$ cat config.mk
export PLATFORM = sky130hd
export DESIGN_NAME = blast_stun_ctrl
export DESIGN_NICKNAME = d
export VERILOG_FILES = /design/src/rtl/blast_stun_ctrl.sv
export SDC_FILE = /design/constraint.sdc
export NUM_CORES = 1
export LEC_CHECK = 0
export CORE_ASPECT_RATIO = 0.7
export CORE_UTILIZATION = 60
export CTS_BUF_LIST = sky130_fd_sc_hd__clkbuf_4 sky130_fd_sc_hd__clkbuf_8
export CTS_CLUSTER_DIAMETER = 120
export DETAILED_ROUTE_END_ITERATION = 10
export GPL_ROUTABILITY_DRIVEN = 0
export HOLD_SLACK_MARGIN = 0.12
export MAX_ROUTING_LAYER = met4
export PLACE_DENSITY = 0.89
export SLEW_MARGIN = 40
export SYNTH_ARGS = -nofsm -noshare
export SYNTH_HDL_FRONTEND = slang
export SYNTH_SLANG_ARGS = --single-unit
$ cat constraint.sdc
create_clock -name clk -period 3 [get_ports clk]
set_input_delay 0.75 -clock clk [delete_from_list [all_inputs] [get_ports clk]]
set_output_delay 0.75 -clock clk [all_outputs]
set_load 0.03 [all_outputs]
$ cat src/rtl/blast_stun_ctrl.sv
// blast_stun_ctrl
//
// Applies square (Chebyshev) blast areas from every player's bomb to every
// player. A player caught in a blast is stunned for STUN_CYCLES clocks. It is
// then immune for IMMUNE_CYCLES clocks, and after that it can be hit again.
// Each player runs its own IDLE/STUN/IMMUNE state machine. No state is
// shared between players.
//
// Ports
//   clk           system clock
//   resetn        asynchronous active-low reset
//   bomb_explode  one-cycle explosion pulse per bomb (bomb i owned by player i)
//   bomb_x/y      packed bomb coordinates, bomb i at [i*COORD_W +: COORD_W]
//   player_x/y    packed player coordinates, same packing
//   stunned       high while the player is in STUN (movement must freeze)
//   immune        high while the player is in IMMUNE
//   stun_pulse    one-cycle pulse on entry to STUN (renderer colour / SFX)
//   hit_by        hit_by[p*NUM_PLAYERS+b] pulses with stun_pulse[p] when
//                 bomb b contributed to that stun
module blast_stun_ctrl #(
    parameter int NUM_PLAYERS   = 2,
    parameter int COORD_W       = 6,
    parameter int RADIUS        = 1,
    parameter int STUN_CYCLES   = 250000000,
    parameter int IMMUNE_CYCLES = 50000000,
    parameter int FRIENDLY_FIRE = 1,
    parameter int CNT_W         = 28
) (
    input  logic                             clk,
    input  logic                             resetn,
    input  logic [NUM_PLAYERS-1:0]           bomb_explode,
    input  logic [NUM_PLAYERS*COORD_W-1:0]   bomb_x,
    input  logic [NUM_PLAYERS*COORD_W-1:0]   bomb_y,
    input  logic [NUM_PLAYERS*COORD_W-1:0]   player_x,
    input  logic [NUM_PLAYERS*COORD_W-1:0]   player_y,
    output logic [NUM_PLAYERS-1:0]           stunned,
    output logic [NUM_PLAYERS-1:0]           immune,
    output logic [NUM_PLAYERS-1:0]           stun_pulse,
    output logic [NUM_PLAYERS*NUM_PLAYERS-1:0] hit_by
);

    typedef enum logic [1:0] {
        ST_IDLE   = 2'd0,
        ST_STUN   = 2'd1,
        ST_IMMUNE = 2'd2
    } state_t;

    // One extra bit for the difference, so that coordinates never wrap
    // around the board edge.
    localparam int                DW          = COORD_W + 1;
    localparam logic [DW-1:0]     RAD         = DW'(RADIUS);
    localparam bit                HAS_IMMUNE  = (IMMUNE_CYCLES > 0);
    localparam logic [CNT_W-1:0]  STUN_LOAD   = CNT_W'(STUN_CYCLES - 1);
    localparam logic [CNT_W-1:0]  IMMUNE_LOAD = HAS_IMMUNE ? CNT_W'(IMMUNE_CYCLES - 1) : '0;
    localparam logic [CNT_W-1:0]  CNT_ONE     = CNT_W'(1);

    // |a - b| computed in signed COORD_W+1 arithmetic.
    function automatic logic [DW-1:0] abs_diff(input logic [COORD_W-1:0] a,
                                               input logic [COORD_W-1:0] b);
        logic signed [DW-1:0] d;
        d = signed'({1'b0, a}) - signed'({1'b0, b});
        return (d < 0) ? unsigned'(-d) : unsigned'(d);
    endfunction

    for (genvar p = 0; p < NUM_PLAYERS; p++) begin : g_player
        logic [NUM_PLAYERS-1:0] hit;
        state_t                 state_q, state_d;
        logic [CNT_W-1:0]       cnt_q, cnt_d;
        logic                   pulse_q, pulse_d;
        logic [NUM_PLAYERS-1:0] hit_by_q, hit_by_d;

        for (genvar b = 0; b < NUM_PLAYERS; b++) begin : g_bomb
            // With friendly fire off, a bomb never affects its own owner.
            localparam bit ALLOWED = (FRIENDLY_FIRE != 0) || (p != b);

            assign hit[b] = ALLOWED && bomb_explode[b]
                && (abs_diff(player_x[p*COORD_W +: COORD_W], bomb_x[b*COORD_W +: COORD_W]) <= RAD)
                && (abs_diff(player_y[p*COORD_W +: COORD_W], bomb_y[b*COORD_W +: COORD_W]) <= RAD);
        end

        // NOTE: every signal in this block gets a default first, so no path
        // leaves it unassigned and no latch is inferred.
        always_comb begin
            state_d  = state_q;
            cnt_d    = cnt_q;
            pulse_d  = 1'b0;
            hit_by_d = '0;
            case (state_q)
                ST_IDLE: begin
                    if (|hit) begin
                        state_d  = ST_STUN;
                        cnt_d    = STUN_LOAD;
                        pulse_d  = 1'b1;
                        hit_by_d = hit;
                    end
                end
                // Hits are ignored in STUN and IMMUNE. This includes the
                // final edge that returns to IDLE.
                ST_STUN: begin
                    if (cnt_q == '0) begin
                        if (HAS_IMMUNE) begin
                            state_d = ST_IMMUNE;
                            cnt_d   = IMMUNE_LOAD;
                        end else begin
                            state_d = ST_IDLE;
                            cnt_d   = '0;
                        end
                    end else begin
                        cnt_d = cnt_q - CNT_ONE;
                    end
                end
                ST_IMMUNE: begin
                    if (cnt_q == '0) begin
                        state_d = ST_IDLE;
                    end else begin
                        cnt_d = cnt_q - CNT_ONE;
                    end
                end
                default: begin
                    state_d = ST_IDLE;
                    cnt_d   = '0;
                end
            endcase
        end

        // NOTE: state registers use non-blocking assignments, so every
        // register samples the values from before the edge.
        always_ff @(posedge clk or negedge resetn) begin
            if (!resetn) begin
                state_q  <= ST_IDLE;
                cnt_q    <= '0;
                pulse_q  <= 1'b0;
                hit_by_q <= '0;
            end else begin
                state_q  <= state_d;
                cnt_q    <= cnt_d;
                pulse_q  <= pulse_d;
                hit_by_q <= hit_by_d;
            end
        end

        assign stunned[p]                               = (state_q == ST_STUN);
        assign immune[p]                                = (state_q == ST_IMMUNE);
        assign stun_pulse[p]                            = pulse_q;
        assign hit_by[p*NUM_PLAYERS +: NUM_PLAYERS]     = hit_by_q;
    end

endmodule

==> summary.md, run 1 <==
| Metric | Value |
|---|---|
| Num ports | `62` |
| CTS Sinks | `66` |
| FF+latch count, synth | `66` |
| Error msg | `[ERROR GRT-0116] Global routing finished with congestion. Check the congestion regions in the DRC Viewer.` |
| Syn nets | `1,013` |
| Cts bufs inserted | `9` |
| Synthesized cell area | `0.00727 mm²` |
| Largest cells by area after synthesis | `dfrtp_1 (23%), ha_1 (10%), nor2_1 (3.9%)` |
| Largest net degree at the start of global routing | `67` |
| First-pass GRT wire length | `67.5 mm` |
| Die height | `94.1 µm` |
| Root buffer cell | `clkbuf_8` |
| Last stage | `5_1_grt` |
| FFs w/ async S/R, synth | `100%` |
| Post-CTS Hold Buffers | `0` |
| H-tree depth | `3` |
| Synth top area share | `22.7%` |
| Post-synth EDFFs | `0` |
| DPL Wire Length | `17.0 mm` |
| Run status | `did not finish` |
| Initial Util | `61.8%` |
| Syn Inst Count | `895` |
| Post-synth top flop | `dfrtp_1` |
| Tot GR Track Use | `74.5%` |
| Placed cell area | `0.00920 mm²` |
| Port buffer count | `61` |
| Avg Cell Area, Syn | `8.12 µm²` |
| Num rows | `33` |
| Synth warn | `0` |
| Yosys top cell by area | `dfrtp_1` |
| Grt ovf | `8` |
| Number of distinct library cells after synthesis | `96` |
| Vias in the first global route | `11,200` |
| Register area share after synthesis | `22.7%` |
| CTS max path bufs | `2` |
| Die W | `134 µm` |
## cells by family after synthesis
logic type / after synthesis / share of synthesized area (%)
adders and majority gates: 70 / 12.7
AOI/OAI and AO/OA: 262 / 25.0
DFF: 66 / 22.7
xor gates and xnor gates: 40 / 4.82
buffers and inverters: 104 / 6.13
and+or+nand+nor: 340 / 26.7
muxes: 13 / 1.89
## cells in the mapped netlist (5+ instances only)
master,number
nor2_1,75
nand2b_1,12
nor2b_1,8
buf_4,9
ha_1,58
nand2_1,57
nor4_1,11
a21oi_1,55
o31ai_1,6
o21ai_0,39
a211oi_1,8
clkbuf_1,13
mux2_2,6
o22ai_1,8
nor3_2,5
or2_2,8
xnor2_1,24
o211ai_1,5
a31oi_1,30
and2_1,9
nand3b_1,5
o21a_1,24
buf_2,5
nor3b_1,6
fa_1,8
nor3_1,49
nand4_1,8
or4_1,6
mux2i_1,7
and3_1,11
a21o_1,14
or3_1,9
nand3_1,26
inv_1,74
dfrtp_1,66
xor2_1,16
## repair_timing
action | in CTS
setup buffers | 32
pin swaps | 105
cloned | 1
endpoints found under the setup margin | 64
resized for setup | 292
## per-stage QoR
| step | cells | worst slack (ns) | util [%] | TNS (ns) | hold WS (ns) |
|---|---|---|---|---|---|
| 3_5_place_dp | 1224 | -1.33 | 78.2 | -72.81 | 0.533 |
| 2_1_floorplan | 895 | -0.286 | - | -7.75 | 0.454 |
| 3_3_place_gp | 1224 | -1.19 | 78.2 | -65.64 | 0.524 |
| 4_1_cts | 1272 | -0.312 | 92.4 | -13.99 | 0.428 |
## per-layer routing
metal / GRT overflow / track usage, %
met3: 0 / 55.4
met2: 3 / 92.7
met5: - / -
met1: 0 / 72.6
met4: 5 / 73.6
==> run 2: changes to the inputs <==
==> config.mk (replaced) <==
export PLATFORM = sky130hd
export DESIGN_NAME = blast_stun_ctrl
export DESIGN_NICKNAME = d
export VERILOG_FILES = /design/src/rtl/blast_stun_ctrl.sv
export SDC_FILE = /design/constraint.sdc
export NUM_CORES = 1
export LEC_CHECK = 0
export CORE_UTILIZATION = 40
export DETAILED_ROUTE_END_ITERATION = 10
export GPL_ROUTABILITY_DRIVEN = 0
export PLACE_DENSITY_LB_ADDON = 0.15
export SLEW_MARGIN = 40
export SYNTH_ARGS = -nofsm -noshare
export SYNTH_HDL_FRONTEND = slang
export SYNTH_SLANG_ARGS = --single-unit
==> summary.md, run 2 <==
| Metric | Value |
|---|---|
| DR WL/cell | `17.2 µm` |
| Most common cell after layout, fill and taps aside | `buf_4` |
| Initial Util | `41.4%` |
| Routed vias/inst | `5.71` |
| H-tree depth | `3` |
| Hold Fails Final Rpt | `0` |
| Regs by FF count | `g_player.cnt_q (56), g_player.hit_by_q (4), g_player.state_q (4)` |
| Antenna fix cells | `0` |
| Core ar. | `0.0175 mm²` |
| Nets | `1,254` |
| Clk_skew | `0.00520 ns` |
| Most frequent cells in the layout | `buf_4 (170), dfrtp_1 (66), nor2_1 (61)` |
| Max_slew headroom | `56.5%` |
| Largest Register | `g_player.cnt_q` |
| Crit path DAT | `3.60 ns` |
| Most instantiated cells after synthesis | `nor2_1 (75), inv_1 (74), dfrtp_1 (66)` |
| Port buffer count | `61` |
| Least-Margin Pin Slew | `0.647 ns` |
| Worst skew pair latency | `0.34 ns` |
| ANT nets after route | `0` |
| Reg2Reg Launch Point | `g_player[1].cnt_q[1]` |
| Hold Slack | `0.401 ns` |
| Tot GR Track Use | `24.5%` |
| First-pass GRT wire length | `36.4 mm` |
| Number of distinct library cells after synthesis | `96` |
| Worst EP required | `3.23 ns` |
| Failing checks | `negative setup slack` |
| Setup violators final | `62` |
| Yosys top cell by area | `dfrtp_1` |
| Final Max Tran Viols | `0` |
| DRC | `0` |
| Final WL | `23.5 mm` |
| CTS tree | `yes` |
| Clock transition at the registers of the reported paths | `0.06 ns` |
| Power, Total | `5810 µW` |
| Initial antenna violation count | `0` |
| Top achievable clock speed | `297 MHz` |
| Setup TNS | `-15.54 ns` |
| RSZ-0062 raised after global routing | `yes` |
| Startpoint Class | `input port` |
| Leakage power | `0.00486 µW` |
| Root buffer cell | `clkbuf_16` |
| Avg Cell Area, Syn | `8.12 µm²` |
| Synth top area share | `22.7%` |
| Post-CTS Hold Buffers | `0` |
| Run status | `finished, violations left` |
| Synthesized cell area | `0.00727 mm²` |
| Worst Path Max Fanout | `3` |
| Vias | `7,803` |
| Total of max-cap violations | `0` |
| Largest register FFs | `56` |
| Cts bufs inserted | `9` |
| Syn Inst Count | `895` |
| Post-synth top flop | `dfrtp_1` |
| Detailed Route Iter0 Violations | `487` |
| Share of cells above drive strength 1 | `41.1%` |
| CTS max path bufs | `2` |
| DPL Wire Length | `15.8 mm` |
| Critical path type | `input port to register` |
| Worst Setup SP | `player_y[6]` |
| Final min period | `3.37 ns` |
| R2R cell count | `11` |
| Final worst slack | `-0.371 ns` |
| Fillers | `1,414` |
| Num rows | `48` |
| Largest cells by area after synthesis | `dfrtp_1 (23%), ha_1 (10%), nor2_1 (3.9%)` |
| Die area | `0.0187 mm²` |
| PwrDens | `506 mW/mm²` |
| Fin util | `65.5%` |
| Vias in the first global route | `7,417` |
| Post-synth EDFFs | `0` |
| Count leader, synth | `nor2_1` |
| Length of the first detailed-routing pass in iterations | `5` |
| CP endpoint kind | `register` |
| Die W | `137 µm` |
| CTS Sinks | `66` |
| Area growth from synthesis to layout | `58.0%` |
| Grt ovf | `0` |
| FF+latch count, synth | `66` |
| Maximum vdd drop | `0.000502 V` |
| Period Utilization, post-route | `112%` |
| Hold Crit Class | `input port to async pin` |
| Syn nets | `1,013` |
| Register area share after synthesis | `22.7%` |
| Synth warn | `0` |
| FFs w/ async S/R, synth | `100%` |
| Die height | `137 µm` |
| Num ports | `62` |
| Largest net degree at the start of global routing | `67` |
-- run 2: kinds of logic after synthesis --
logic type | count (synthesis) | synth area share, %
AO/OA/AOI/OAI | 262 | 25.0
adder cells (fa/ha/maj) | 70 | 12.7
XOR/XNOR | 40 | 4.82
buffers and inverters | 104 | 6.13
AND/OR/NAND/NOR | 340 | 26.7
multiplexers | 13 | 1.89
flip-flops | 66 | 22.7
-- run 2: final timing paths --
path	slack (ns)	to
setup / recovery	-0.37	g_player[1].cnt_q[7]
hold / removal	0.40	g_player[1].hit_by_q[1]
setup reg to reg	0.15	g_player[1].cnt_q[19]
hold reg to reg	0.55	g_player[0].cnt_q[13]
max in group asynchronous	2.25	g_player[0].state_q[0]
min in group clk	0.55	g_player[0].cnt_q[13]
-- run 2: worst max-delay path: stages --
cell and delay, ns:
buf_8 0.11, inv_12 0.05, ha_4 0.12, inv_2 0.03
fa_2 0.36, a211oi_4 0.32, o31ai_4 0.12, buf_4 0.15
a211oi_4 0.22, xnor2_2 0.16, o2111ai_2 0.21, buf_4 0.20
nor4_4 0.30, a21oi_4 0.07, or2_1 0.25, a41o_1 0.18
-- run 2: what timing repair did --
item | in CTS | in global routing
pin swaps | 88 | 97
gates cloned | 2 | 0
resized for setup | 200 | 136
buffers inserted | 26 | 17
setup endpoints to repair | 64 | 64
-- run 2: layout make-up --
cell class,instances,area (µm²),area share (%)
Multi-Input combinational cell,726,6700,58.3
Timing Repair Buffer,258,2220,19.4
Inverter,75,313,2.72
Sequential cell,66,1650,14.4
Clock inverter,7,93.8,0.817
Tap cell,225,282,2.45
Clock buffer,9,225,1.96
-- run 2: per-stage QoR --
| stage | worst slack (ns) | std cells | instance area, µm² |
|---|---|---|---|
| finish | -0.371 | 1366 | 11500 |
| global route | -0.484 | 1366 | 11500 |
| CTS | -0.390 | 1353 | 10700 |
| detailed placement | -1.29 | 1309 | 9410 |
| global placement | -1.21 | 1309 | 9400 |
| floorplan | -0.286 | 895 | 7490 |
-- run 2: power breakdown --
group          switching (µW)  leakage, µW  total, µW  internal (µW)
clock                     420     0.000151       1150            725
combinational            1590      0.00396       3170           1570
sequential                352     0.000748       1500           1150
total                    2360      0.00486       5810           3450
-- run 2: metal layers --
metal	track usage [%]	up-vias	wire length, µm
met5	0	-	0
met4	5.49	0	221
met3	3.04	21	763
met2	41.7	162	11800
met1	32.9	3805	10800
li1	-	3815	-
Note: power is estimated with default switching activity, not from simulation.
